===== src/rtl/melody_sequencer.sv =====
// Steps an 8-note A-major table, driving the tone generator's divider,
// enable and per-note duration with a silent gap between notes.
module melody_sequencer #(
   parameter int TICK_DIV  = 50000,
   parameter int GAP_TICKS = 20,
   parameter int NUM_NOTES = 8
) (
   input  logic        osc_CLK,
   input  logic        rst_n,
   input  logic        start,
   input  logic        stop,
   input  logic        loop,
   output logic [15:0] half_period,
   output logic        tone_en,
   output logic [2:0]  note_idx,
   output logic        busy,
   output logic        done
);

   typedef enum logic [1:0] {IDLE, PLAY, GAP} state_t;

   localparam int          PW   = (TICK_DIV > 1) ? $clog2(TICK_DIV) : 1;
   localparam logic [PW-1:0] PMAX = PW'(TICK_DIV - 1);
   localparam logic [9:0]  GAPD = 10'(GAP_TICKS);
   localparam logic [2:0]  LAST = 3'(NUM_NOTES - 1);

   state_t        r_state, w_state;
   logic [PW-1:0] r_pres, w_pres;
   logic [9:0]    r_dur, w_dur;
   logic [15:0]   r_hp, w_hp;
   logic [2:0]    r_idx, w_idx;
   logic          r_tone, w_tone;
   logic          r_busy, w_busy;
   logic          r_done, w_done;
   logic          w_tick, w_end;
   logic [2:0]    w_nidx;
   logic [15:0]   w_rom_hp;
   logic [9:0]    w_rom_dur;

   function automatic logic [25:0] note_rom(input logic [2:0] i);
      logic [25:0] v;
      case (i)
         3'd0:    v = {16'd56818, 10'd250};
         3'd1:    v = {16'd50607, 10'd250};
         3'd2:    v = {16'd45126, 10'd250};
         3'd3:    v = {16'd42589, 10'd250};
         3'd4:    v = {16'd37936, 10'd250};
         3'd5:    v = {16'd33783, 10'd250};
         3'd6:    v = {16'd30084, 10'd250};
         default: v = {16'd28409, 10'd500};
      endcase
      return v;
   endfunction

   // Index of the note loaded on the next PLAY entry (0 from IDLE or wrap).
   assign w_nidx = (r_state == GAP && r_idx != LAST) ? r_idx + 3'd1 : 3'd0;
   assign {w_rom_hp, w_rom_dur} = note_rom(w_nidx);

   assign w_tick = (r_state != IDLE) && (r_pres == PMAX);
   assign w_end  = w_tick && (r_dur == 10'd1);

   always_comb begin
      w_state = r_state;
      w_pres  = r_pres;
      w_dur   = r_dur;
      w_hp    = r_hp;
      w_idx   = r_idx;
      w_tone  = r_tone;
      w_busy  = r_busy;
      w_done  = 1'b0;
      if (r_state != IDLE) begin
         w_pres = w_tick ? '0 : r_pres + 1'b1;
         if (w_tick) w_dur = r_dur - 10'd1;
      end
      if (stop) begin
         w_state = IDLE;
         w_tone  = 1'b0;
         w_busy  = 1'b0;
         w_pres  = '0;
         w_dur   = '0;
      end else begin
         unique case (r_state)
            IDLE: begin
               if (start) begin
                  w_state = PLAY;
                  w_idx   = w_nidx;
                  w_hp    = w_rom_hp;
                  w_dur   = w_rom_dur;
                  w_tone  = 1'b1;
                  w_busy  = 1'b1;
                  w_pres  = '0;
               end
            end
            PLAY: begin
               if (w_end) begin
                  w_state = GAP;
                  w_tone  = 1'b0;
                  w_dur   = GAPD;
                  w_pres  = '0;
               end
            end
            GAP: begin
               if (w_end) begin
                  if (r_idx != LAST || loop) begin
                     w_state = PLAY;
                     w_idx   = w_nidx;
                     w_hp    = w_rom_hp;
                     w_dur   = w_rom_dur;
                     w_tone  = 1'b1;
                     w_pres  = '0;
                  end else begin
                     w_state = IDLE;
                     w_busy  = 1'b0;
                     w_done  = 1'b1;
                     w_pres  = '0;
                     w_dur   = '0;
                  end
               end
            end
            default: w_state = IDLE;
         endcase
      end
   end

   always_ff @(posedge osc_CLK or negedge rst_n) begin
      if (!rst_n) begin
         r_state <= IDLE;
         r_pres  <= '0;
         r_dur   <= '0;
         r_hp    <= '0;
         r_idx   <= '0;
         r_tone  <= 1'b0;
         r_busy  <= 1'b0;
         r_done  <= 1'b0;
      end else begin
         r_state <= w_state;
         r_pres  <= w_pres;
         r_dur   <= w_dur;
         r_hp    <= w_hp;
         r_idx   <= w_idx;
         r_tone  <= w_tone;
         r_busy  <= w_busy;
         r_done  <= w_done;
      end
   end

   assign half_period = r_hp;
   assign tone_en     = r_tone;
   assign note_idx    = r_idx;
   assign busy        = r_busy;
   assign done        = r_done;

endmodule


===== config.mk =====
export PLATFORM = sky130hd
export DESIGN_NAME = melody_sequencer
export DESIGN_NICKNAME = d
export VERILOG_FILES = /design/src/rtl/melody_sequencer.sv
export SDC_FILE = /design/constraint.sdc
export NUM_CORES = 1
export LEC_CHECK = 0
export CORE_UTILIZATION = 54
export DETAILED_ROUTE_END_ITERATION = 10
export PLACE_DENSITY = 0.85
export SLEW_MARGIN = 20
export SYNTH_ARGS = -nofsm -noshare
export SYNTH_HDL_FRONTEND = slang
export SYNTH_SLANG_ARGS = --single-unit

===== constraint.sdc =====
create_clock -name osc_CLK -period 6.25 [get_ports osc_CLK]
set_input_delay 1.25 -clock osc_CLK [delete_from_list [all_inputs] [get_ports osc_CLK]]
set_output_delay 1.25 -clock osc_CLK [all_outputs]
set_load 0.05 [all_outputs]

# Word level (Yosys, flattened, before mapping)

Cells that the tools add are included.

Register bits: 50
Word-level logic and storage cells: 90

Add/sub/neg operators: 3
Equality and inequality tests: 19
Muxes and demuxes: 44
Bitwise logic cells: 1
Reductions and logical operators: 15

Operator list:

| cell                                                                  | number |
|---|---|
| 26-bit case mux with 7 select lines                                   | 1 |
| 16-bit two-way mux                                                    | 8 |
| 10-bit two-way mux                                                    | 7 |
| 16-bit case mux with 2 select lines                                   | 2 |
| 10-bit case mux with 3 select lines                                   | 1 |
| 16-bit by 1-bit adder with 16-bit output (second input constant)      | 1 |
| 16-bit == test (second input constant)                                | 1 |
| 3-bit != test (second input constant)                                 | 5 |
| 1-bit two-way mux                                                     | 13 |
| 3-bit two-way mux                                                     | 4 |
| 10-bit by 1-bit == test with 1-bit output (second input constant)     | 1 |
| 5-bit AND reduction                                                   | 2 |
| 10-bit by 1-bit subtractor with 10-bit output (second input constant) | 1 |
| 3-bit == test (second input constant)                                 | 3 |
| 2-bit two-way mux                                                     | 4 |
| 3-bit by 2-bit == test with 1-bit output (second input constant)      | 2 |
| 2-bit case mux with 3 select lines                                    | 1 |
| 3-bit case mux with 2 select lines                                    | 1 |
| 2-bit != test (second input constant)                                 | 2 |
| 4-bit AND reduction                                                   | 1 |
| 2-bit nonzero test                                                    | 2 |
| 4-bit nonzero test                                                    | 1 |
| 3-bit by 1-bit adder with 3-bit output (second input constant)        | 1 |
| 3-bit by 1-bit == test with 1-bit output (second input constant)      | 1 |
| 14 further kinds                                                      | 16 |

# Logic depth before layout (Yosys ltp)

Gate-level depths: netlist of run 1.

Depth after elaboration: 9
Mapped depth: 11
Mapped depth without buffers: 8

# Worst setup path after synthesis of run 1

OpenSTA, ideal clock, no wires.

Path type: input to register
From: input port start
To: register r_pres[10]
Setup time: 0.072 ns
Data arrival time: 2.446 ns
Required time: 6.178 ns
Slack: 3.732 ns
Stages on the path: 6
Buffers on the path: 2
Cell sequence: nor2_1 > nor3_1 > or3_1 > clkbuf_1 > clkbuf_1 > nor2_1

Cells in the longest elaborated chain, start to end: 3

Ends and longest elaborated chain:

| element                             | RTL line | text |
|---|---|---|
| start, declared                     | 10       | `input logic start,` |
| 16-bit two-way mux                  | 84       | `if (start) begin` |
| 16-bit case mux with 2 select lines | 82       | `unique case (r_state)` |
| 16-bit two-way mux                  | 75       | `if (stop) begin` |
| named net w_pres[10]                | 28       | `logic [PW-1:0] r_pres, w_pres;` |
| end signal, assigned                | 137      | `r_pres <= w_pres;` |
| end, declared                       | 28       |  |

The timed path passes the listed nets, and every way through them passes these cells.
A chain may end at the register's enable or synchronous reset.

==> results.tsv, run 1 <==
metric	value	unit
outcome	finished, final reports clean	
finalSetupTns	0	ps
wire_per_inst	14.28	µm
worst_path_largest_cell_delay	880	ps
yosysSeqAreaShare	42.87	%
hold_slack	494.7	ps
ys.flop_type	dfrtp_1	
area_delta_synth_final	12.82	%
clk-insertion-delay-late	300	ps
final_area	3227	µm²
crit_arrival	1780	ps
track_usage	22.16	%
htree_levels	2	
period_minus_slack	3025	ps
hold_violations	0	
ys_types	58	
rsz0062_at_grt	no	
end_kind	primary output	
wl	5728	µm
timing.final.crit_share	48.41	%
crit_cells	1	
nets	345	
gp_congestion	0.9175	
drcViolationCount	0	
finClkSkew	10.30	ps
cts.repair.resized	0	
syn-num-nets	334	
drt_iter0_markers	216	
crit_start	note_idx[0]$_DFFE_PN0P_	
grt-ovfl-total	0	
grt_max_degree	50	
cts_setup_buffers	0	
r2r_setup_slack	3340	ps
required	5000	ps
dr.pass1.iters	4	
cts_buffer_depth	2	
cellLeakagePower	1.345	nW
synth_top_area_share	42.87	%
die_w	74.78	µm
p_per_area	421.0	nW/µm²
r2r-start	r_state[0]$_DFFE_PN0P_	
yosys.area.top_type	dfrtp_1	
post_dp_cell_area	3102	µm²
dieHeight	74.78	µm
vias_per_cell	5.751	
critPathKind	register to primary output	
cp_num_buf_inv	1	
io_pins	27	
finalSetupViolations	0	
drv_slew	0	
crit_end	half_period[0]	
irDropWorstVdd	0.0003516	V
crit_chain	clkdlybuf4s50_1	
r2r_end	r_dur[7]$_DFF_PN0_	
slowest_stage	clkdlybuf4s50_1	
syn_area_per_cell	8.966	µm²
root_buffer	clkbuf_8	
postCtsHoldBufs	0	
num_vias	2306	
cap_violations	0	
cts_buffers	5	
crit_family	buffers and inverters	
synth_edf_count	0	
start_kind	register	
netlist_instances	319	
antenna_cells	0	
clkSinkCount	49	
clk_pin_slew	100	ps
ys_warn_count	0	
final_cell_mix	49 x dfrtp_1, 36 x nand2_1, 35 x nor2_1, 25 x clkdlybuf4s50_1, 22 x a21oi_1	
cts_tree	built	
synth-seq-cells	49	
grt_pass1_vias	2100	
hp-class	register to register	
die_area	5592	µm²
postSynth.asyncResetShare	100.0	%
tightest_slew	723.0	ps
grt_pass1_wl	9563	µm
io_buffers	26	
fp-row-count	26	
start_util	56.00	%
coreArea	5107	µm²
final_layout_size_suffix_gt1_share	6.949	%
antenna_found_initial	0	
final_common_cell	dfrtp_1	
synth.area.top_cells	dfrtp_1 43%, nand2_1 4.7%, nor2_1 4.6%	
synth_area	2860	µm²
reg2reg_depth	8	
antenna_left	0	
max_slew_margin	51.61	%
fmax	330.5	MHz
post-dp-hpwl	4034	µm
crit_fanout	14	
[logic make-up after synthesis]
kind of cell	after synthesis	share of synthesized area, %
muxes	3	1.094
AOI/OAI and AO/OA	72	15.84
DFF	49	42.87
buffers and inverters	30	4.724
adders and majority gates	10	4.374
xor gates and xnor gates	23	7.043
and+or+nand+nor	132	24.06
[through the flow]
stage / worst slack [ps] / power [mW] / instances / util, %
6_report: 3225 / 1.358 / 401 / 63.18
5_1_grt: 3096 / 1.432 / 401 / 63.18
4_1_cts: 3146 / 1.357 / 401 / 62.98
3_5_place_dp: 2815 / 1.124 / 393 / 60.73
3_3_place_gp: 2860 / 1.113 / 393 / 60.73
2_1_floorplan: 3732 / 0.9488 / 319 / -
[per-layer routing]
metal / share of wire [%] / up-vias / global-route usage, %
met4: 0.61 / 0 / 4.403
met5: 0 / - / 0
met2: 46 / 77 / 35.24
met1: 47 / 1090 / 32.26
li1: - / 1130 / -
met3: 6.4 / 9 / 3.614
[area by class of cell]
| cell class | instances | area [µm²] |
|---|---|---|
| well taps | 70 | 87.58 |
| flip-flops and latches | 49 | 1226 |
| inverters | 8 | 30.03 |
| repair buffers | 26 | 257.7 |
| multi-input cells | 240 | 1510 |
| fillers | 426 | 1881 |
| clock buffers | 5 | 68.82 |
| clock inverters | 3 | 46.29 |
[tightest hold or removal path, cell delays in order, from the launching register on]
cell	delay, ps
dfrtp_1	350
nand2_1	40
o21ai_0	60
[report_power, final]
| part | switching, mW | internal [mW] |
|---|---|---|
| Clock | 0.111 | 0.120 |
| Combinational | 0.438 | 0.235 |
| Sequential | 0.0658 | 0.389 |
[sequential cells by signal (all words and copies together), names as in the netlist]
| signal | cells |
|---|---|
| busy | 1 |
| done | 1 |
| half_period | 15 |
| note_idx | 3 |
| r_dur | 10 |
| r_pres | 16 |
| r_state | 2 |
| tone_en | 1 |
[synthesized netlist by cell type (2+ instances only)]
cell and count:
dfrtp_1 49, nand2_1 36, nor2_1 35, a21oi_1 22
o21ai_0 19, clkbuf_1 16, xor2_1 14, nand3_1 11
ha_1 10, xnor2_1 9, inv_1 8, and2_1 6
nor3_1 6, a21o_1 4, nand2b_1 4, nand4_1 4
nor4_1 4, or3_1 4, a211oi_1 3, and3_1 3
nor2b_1 3, o21a_1 3, a221oi_1 2, and3b_1 2
and4_1 2, buf_2 2, buf_6 2, mux2i_1 2
o21ai_1 2, o22ai_1 2, o31ai_1 2, o41ai_1 2
[worst min-delay path by stage]
stage,from,cells after the start,endpoint,slack [ps]
after floorplan,r_pres[15]$_DFF_PN0_,2,r_pres[15]$_DFF_PN0_,500
after detailed placement,half_period[15]$_DFFE_PN0P_,1,half_period[15]$_DFFE_PN0P_,460
after CTS,half_period[7]$_DFFE_PN0P_,1,half_period[7]$_DFFE_PN0P_,490
final,half_period[3]$_DFFE_PN0P_,2,half_period[3]$_DFFE_PN0P_,490
after global routing,half_period[7]$_DFFE_PN0P_,1,half_period[7]$_DFFE_PN0P_,510
after global placement,half_period[7]$_DFFE_PN0P_,1,half_period[7]$_DFFE_PN0P_,460
Power figures use the tool's default switching activity.
==> run 2, diff against run 1 <==
CORE_UTILIZATION = 52   (was 54)
clock period = 2.55 ns   (was 6.25 ns; I/O delays follow)
==> results.tsv, run 2 (synthesis results as in run 1) <==
metric	value	unit	change
fp-row-count	26		unchanged
critPathKind	register to register		
io_pins	27		unchanged
start_kind	register		
num_vias	2435		+5.6%
htree_levels	2		unchanged
finalSetupViolations	0		unchanged
vias_per_cell	5.853		+1.8%
largest_register	r_pres		
tightest_slew	621.7	ps	-101.3 ps
antenna_left	0		unchanged
drv_slew	0		unchanged
finClkSkew	10.12	ps	-0.1738 ps
finalSetupTns	0	ps	unchanged
p_sw	1.575	mW	+160%
cts_setup_buffers	0		unchanged
area_delta_synth_final	17.98	%	
r2r_setup_slack	110	ps	-3230 ps
n_fill_cell	413		-3.1%
post-dp-hpwl	4571	µm	+13%
io_buffers	26		unchanged
drcViolationCount	0		unchanged
cts_buffers	5		unchanged
root_buffer	clkbuf_8		
grtUsageMet2	38.73	%	+3.5 points
clkSinkCount	49		unchanged
track_usage	23.89	%	+1.7 points
worst_path_largest_cell_delay	610	ps	-270 ps
seqPwrFrac	31.2	%	-2.3 points
antenna_cells	0		unchanged
cts.repair.resized	0		unchanged
start_util	54.95	%	-1.1 points
end_kind	register		
drt_iter0_markers	129		-40%
period_minus_slack	2440	ps	
nets	360		+4.3%
largest_reg_flops	16		unchanged
final_core_util	64.83	%	+1.7 points
r2r-start	r_dur[6]$_DFF_PN0_		
max_slew_margin	58.55	%	+6.9 points
crit_arrival	2630	ps	+850 ps
swShare	45.13	%	-0.14 points
clk-insertion-delay-late	310	ps	about the same
totalPowerFinal	3.491	mW	+160%
slowest_stage	or4_4		
clkPwrFrac	16.4	%	-0.6 points
hold_violations	0		unchanged
die_w	76.17	µm	+1.9%
dieHeight	76.17	µm	+1.9%
gp_congestion	0.9315		+1.5%
antenna_found_initial	0		unchanged
clk_pin_slew	90	ps	about the same
cts_tree	built		
required	2740	ps	-2260 ps
p_per_area	1035	nW/µm²	+150%
cts_buffer_depth	2		unchanged
crit_chain	or4_4, nor4b_4, nand4_4, a211o_2, o21ai_0, a21oi_1		
crit_start	r_dur[6]$_DFF_PN0_		
grt_pass1_vias	2410		+15%
final_cell_mix	48 x dfrtp_1, 36 x nand2_1, 34 x nor2_1, 25 x clkdlybuf4s50_1, 22 x a21oi_1		
p_int	1.916	mW	+160%
dp_worst_setup_slack	76.40	ps	-2738 ps
cellLeakagePower	1.443	nW	+7.3%
wire_per_inst	15.92	µm	+11%
outcome	finished, final reports clean		
hp-class	primary input to asynchronous set/reset pin		
grt_pass1_wl	11120	µm	+16%
rsz0062_at_grt	no		
fmax	409.9	MHz	
timing.final.crit_share	95.67	%	
final_layout_size_suffix_gt1_share	12.43	%	+5.5 points
grt_max_degree	50		unchanged
die_area	5801	µm²	+3.7%
wl	6623	µm	+16%
final_common_cell	dfrtp_1		
coreArea	5205	µm²	+1.9%
postCtsHoldBufs	0		unchanged
dp_cells	408		+3.8%
grt-ovfl-total	0		unchanged
crit_fanout	10		-4
grt_use_met3	4.910	%	+1.3 points
grt_use_met1	31.28	%	-0.98 points
dr.pass1.iters	5		+1
cap_violations	0		unchanged
top_usage_layer	met2		
comb_power_share	52.4	%	+2.9 points
instances_no_fill	416		+3.7%
finalWorstSetupSlack	110.5	ps	-3114 ps
irDropWorstVdd	0.0007962	V	+130%
[run 2: metal layers]
layer  up-vias  part of all wire [%]
met1      1141                    44
met2       114                    48
met4         0                   2.4
met5         -                     0
li1       1160                     -
met3        20                   6.1
[run 2: final timing paths]
| path | to | cells after the start |
|---|---|---|
| min in group osc_CLK | half_period[12]$_DFFE_PN0P_ | 2 |
| setup reg to reg | r_dur[1]$_DFF_PN0_ | 6 |
| setup / recovery | r_dur[1]$_DFF_PN0_ | 6 |
| hold reg to reg | half_period[12]$_DFFE_PN0P_ | 2 |
| hold / removal | r_state[0]$_DFFE_PN0P_ | 2 |
| max in group asynchronous | r_state[0]$_DFFE_PN0P_ | 2 |
[run 2: cell type report]
| class | instances | area [µm²] | share of cell area, % |
|---|---|---|---|
| Sequential cell | 49 | 1227 | 36.37 |
| Inverter | 8 | 30.03 | 0.8899 |
| Tap cell | 70 | 87.58 | 2.595 |
| Clock inverter | 3 | 43.79 | 1.298 |
| Multi-Input combinational cell | 240 | 1536 | 45.53 |
| Timing Repair Buffer | 41 | 380.4 | 11.27 |
| Clock buffer | 5 | 68.82 | 2.039 |
[run 2: per-stage QoR]
stage          hold slack, ps  instance area, µm²
6_report                281.3                3374
5_1_grt                 350.3                3374
4_1_cts                 310.3                3339
3_5_place_dp            465.1                3227
3_3_place_gp            466.0                3227
2_1_floorplan           214.4                2860
[run 2: critical path, delay by kind of cell, from the launching register on]
kind            cells  cell delay (ps)
simple gates        3             1210
compound gates      3              690
flops               1              430
[run 2: power by group through the flow]
stage,combinational (mW),clock (mW),sequential (mW)
after global routing,1.96,0.603,1.11
final,1.83,0.572,1.09
after detailed placement,1.79,0,1.10
after CTS,1.81,0.577,1.08
after global placement,1.76,0,1.09
after floorplan,0.810,0,1.52
==> patch 1: new RTL, config.mk and constraints of run 2 <==
The output `done` loses its register stage (`r_done` becomes a continuous assignment).
--- a/src/rtl/melody_sequencer.sv
+++ b/src/rtl/melody_sequencer.sv
@@ -132,5 +132,4 @@
          r_tone  <= 1'b0;
          r_busy  <= 1'b0;
-         r_done  <= 1'b0;
       end else begin
          r_state <= w_state;
@@ -141,7 +140,8 @@
          r_tone  <= w_tone;
          r_busy  <= w_busy;
-         r_done  <= w_done;
       end
    end
+
+   assign r_done = w_done;
 
    assign half_period = r_hp;
Check against the original RTL: same outputs for any inputs over 10 cycles, from zero or initial values and one cycle with rst_n low; that may be too few to reach the edited logic, so the function may still have changed.
==> patch 1 against run 2 <==
The flow now finishes with violations (negative setup slack); final area rose by 2.4%; worst setup slack got worse by 340 ps; maximum frequency fell by 12%; clock skew rose by 1.7 ps; sequential cell count fell by 1; routed wire length barely moved; final cell count rose by 1.4%; synthesized area fell by 0.87%; total power rose by 2.4%; synthesized cell count fell by 0.31%; highest routed layer unchanged.
==> patch 1: results (changes against run 2) <==
area_share_nonclk_buffers: 0.128  # +0.0155
critPathCapture: "done"
peakVddDrop_mv: 0.938  # +18%
nClkBuffers: 5  # unchanged
r2r-end: "r_dur[6]"
clock_area_frac: 0.0398  # +0.00646
cts_resized: 0  # unchanged
grt_pass1_wl_um: 11000  # -1.5%
place_hpwl_um: 4730  # +3.6%
syn-instance-count: 318  # -0.31%
fin_nets: 366  # +1.7%
clkLatencyLatePin_ps: 320
dpl_cell_area_sq_um: 3290  # +2.1%
violations: "negative setup slack"
skew_ps: 11.9  # +1.74 ps
arrival_ps: 2270  # -360 ps
fin_cells: 422  # +1.4%
reg2reg_depth: 7  # +1
design.seq.count: 48  # -2.0%
first_iter_violations: 202  # +57%
regToRegSetupSlack_ps: 140  # +30 ps
yosysSeqAreaShare: 0.424  # -0.00504
worstPathMaxFanout: 5  # -5
ys.warnings.count: 0  # unchanged
gp_congestion: 0.908  # -2.5%
io_buffers: 26  # unchanged
pre_cts_ws_ps: 2.40  # -74.0 ps
nNonClkBuffers: 48  # +17%
die_area_sq_um: 5750  # -0.85%
multi_input_area_sq_um: 1550  # +0.98%
hold_slack_ps: 193  # -88.5 ps
numPlacedInstances: 413  # +1.2%
ys_top_cells_by_area: "dfrtp_1 42%, nand2_1 4.8%, nor2_1 4.6%"
seq_share: 0.349  # -0.0147
vias: 2410  # -1.0%
status: "complete, but fails checks"
slew_headroom: 0.587  # +0.00115
syn_nets: 333  # -0.30%
critical_path_class: "reg2out"
cts_buffer_depth: 2  # unchanged
setup_slack_ps: -227  # -338 ps
synthTopCellsByCount: "48 x dfrtp_1, 36 x nand2_1, 35 x nor2_1, 22 x a21oi_1, 19 x o21ai_0"
regArea_sq_um: 1210  # -1.7%
p_leak_nw: 1.48  # +2.6%
grt_util_all_layers: 0.256  # +0.0171
n_fill_cell: 405  # -1.9%
grt_start_max_net_pins: 26  # -48%
tns_ps: -227  # -227 ps
drive_gt1_frac: 0.156  # +0.0320
first_global_vias: 2304  # -4.4%
h-tree-depth: 2  # unchanged
setup_viol: 1  # +1
==> patch 1: kinds of logic (layout without fill, tap and decap cells) <==
family / count (synthesis) / after routing / share of synthesized area
AOI/OAI and AO/OA: 72 / 72 / 0.160
xor gates and xnor gates: 23 / 23 / 0.0711
adders and majority gates: 10 / 10 / 0.0441
buffers and inverters: 30 / 64 / 0.0477
DFF: 48 / 48 / 0.424
muxes: 3 / 3 / 0.0110
and+or+nand+nor: 132 / 132 / 0.243
==> patch 1: layer usage <==
layer / share of wire / track usage / vias up
met2: 0.47 / 0.401 / 86
li1: - / - / 1169
met3: 0.065 / 0.0608 / 13
met4: 0.019 / 0.0905 / 0
met5: 0 / 0 / -
met1: 0.44 / 0.348 / 1142
==> patch 1: power breakdown <==
part	switching [W]	total, W	leakage [nW]	internal [W]
registers	0.000139	0.00108	0.625	0.000940
logic	0.00115	0.00182	0.786	0.000669
clock network	0.000281	0.000676	0.0687	0.000395
==> patch 2: new RTL, flow settings as in run 2 <==
Made on the original files. `GAP_TICKS`: 20 -> 19.
--- a/src/rtl/melody_sequencer.sv
+++ b/src/rtl/melody_sequencer.sv
@@ -3,5 +3,5 @@
 module melody_sequencer #(
    parameter int TICK_DIV  = 50000,
-   parameter int GAP_TICKS = 20,
+   parameter int GAP_TICKS = 19,
    parameter int NUM_NOTES = 8
 ) (
Function: same outputs for any inputs over 10 cycles, from zero or initial values and one cycle with rst_n low; that may be too few to reach the edited logic, so the function may still have changed.
==> patch 2 against run 2 <==
Final area increased by 1.3%; synthesized area increased by 1.8%; clock power decreased by 18%; critical path depth increased by 3; total power decreased by 6.7%; sequential cell count unchanged; worst setup slack improved by 39 ps; synthesized cell count decreased by 0.63%; routed wire length decreased by 2.6%; largest power group unchanged; highest routed layer unchanged.
==> patch 2: results (changes against run 2) <==
cp_slowest_stage_delay_ps: 410  # -200 ps
yosysSeqAreaShare: 0.421  # -0.00773
pre_cts_ws_ps: 128  # +51.1 ps
r2r-start: "r_state[1]"
skew_ps: 8.50  # -1.62 ps
grt_start_max_net_pins: 26  # -48%
viasPerCell: 5.74  # -1.9%
worstPathMaxFanout: 7  # -3
stdcell_area_sq_um: 3420  # +1.3%
synth.avg_cell_area_sq_um: 9.19  # +2.5%
grt_pass1_wl_um: 10800  # -2.6%
dpl_cell_area_sq_um: 3320  # +2.9%
slew_headroom: 0.615  # +0.0294
reg2reg_depth: 9  # +3
synthTopCellsByCount: "49 x dfrtp_1, 38 x nor2_1, 32 x nand2_1, 16 x a21oi_1"
n_fill_cell: 430  # +4.1%
critPathCapture: "r_dur[4]"
dr.pass1.iters: 4  # -1
fin_nets: 365  # +1.4%
drive_gt1_frac: 0.117  # -0.00713
first_iter_violations: 275  # +110%
syn_nets: 332  # -0.60%
routed_wl_um: 6450  # -2.6%
numPlacedInstances: 413  # +1.2%
p_leak_nw: 1.49  # +3.2%
arrival_ps: 2620  # about the same
avgRoutedWirePerCell_um: 15.4  # -3.6%
status: "complete, no violations"
[patch 2: area by class of cell]
| class | instances | share of cell area |
|---|---|---|
| tap | 70 | 0.0256 |
| sequential | 49 | 0.359 |
| inverter | 11 | 0.0121 |
| clock inverter | 1 | 0.00220 |
| clock buffer | 6 | 0.0242 |
| multi-input combinational | 239 | 0.459 |
| timing repair buffer | 44 | 0.118 |
[patch 2: layer usage]
metal | global-route usage | share of wire
met5 | 0 | 0
met2 | 0.366 | 0.45
met4 | 0.0673 | 0.017
met3 | 0.0381 | 0.051
met1 | 0.328 | 0.48
[patch 2: cell families after synthesis]
logic type	synth area share
flops	0.421
simple gates	0.249
mux	0.0107
xor+xnor	0.0631
compound gates	0.171
fa+ha+maj	0.0430
buf+inv	0.0430
[patch 2: critical path, delay by kind of cell, from the launching register on]
kind / cells / cell delay [ps]
adder cells (fa/ha/maj): 1 / 200
flip-flops: 1 / 410
AO/OA/AOI/OAI: 2 / 310
XOR/XNOR: 1 / 230
AND/OR/NAND/NOR: 3 / 890
buffers and inverters: 2 / 270
[patch 2: repair_timing]
action / CTS / global route
hold buffers: 0 / 0
resized for setup: 0 / 1
setup endpoints to repair: 0 / 8
[patch 2: where the power goes]
part,total (W),internal (W),leakage [nW],switching (W)
Combinational,0.00173,0.000642,0.803,0.00108
Clock,0.000469,0.000215,0.0433,0.000254
Sequential,0.00106,0.000937,0.642,0.000127
[patch 2: worst min-delay path by stage]
stage | from | end | slack (ps) | cells after the start
6_report | rst_n | r_pres[11] | 190 | 1
5_1_grt | rst_n | half_period[2] | 240 | 1
2_1_floorplan | rst_n | busy | 210 | 0
3_5_place_dp | half_period[15] | half_period[15] | 470 | 1
4_1_cts | rst_n | half_period[2] | 210 | 1
3_3_place_gp | half_period[15] | half_period[15] | 470 | 1
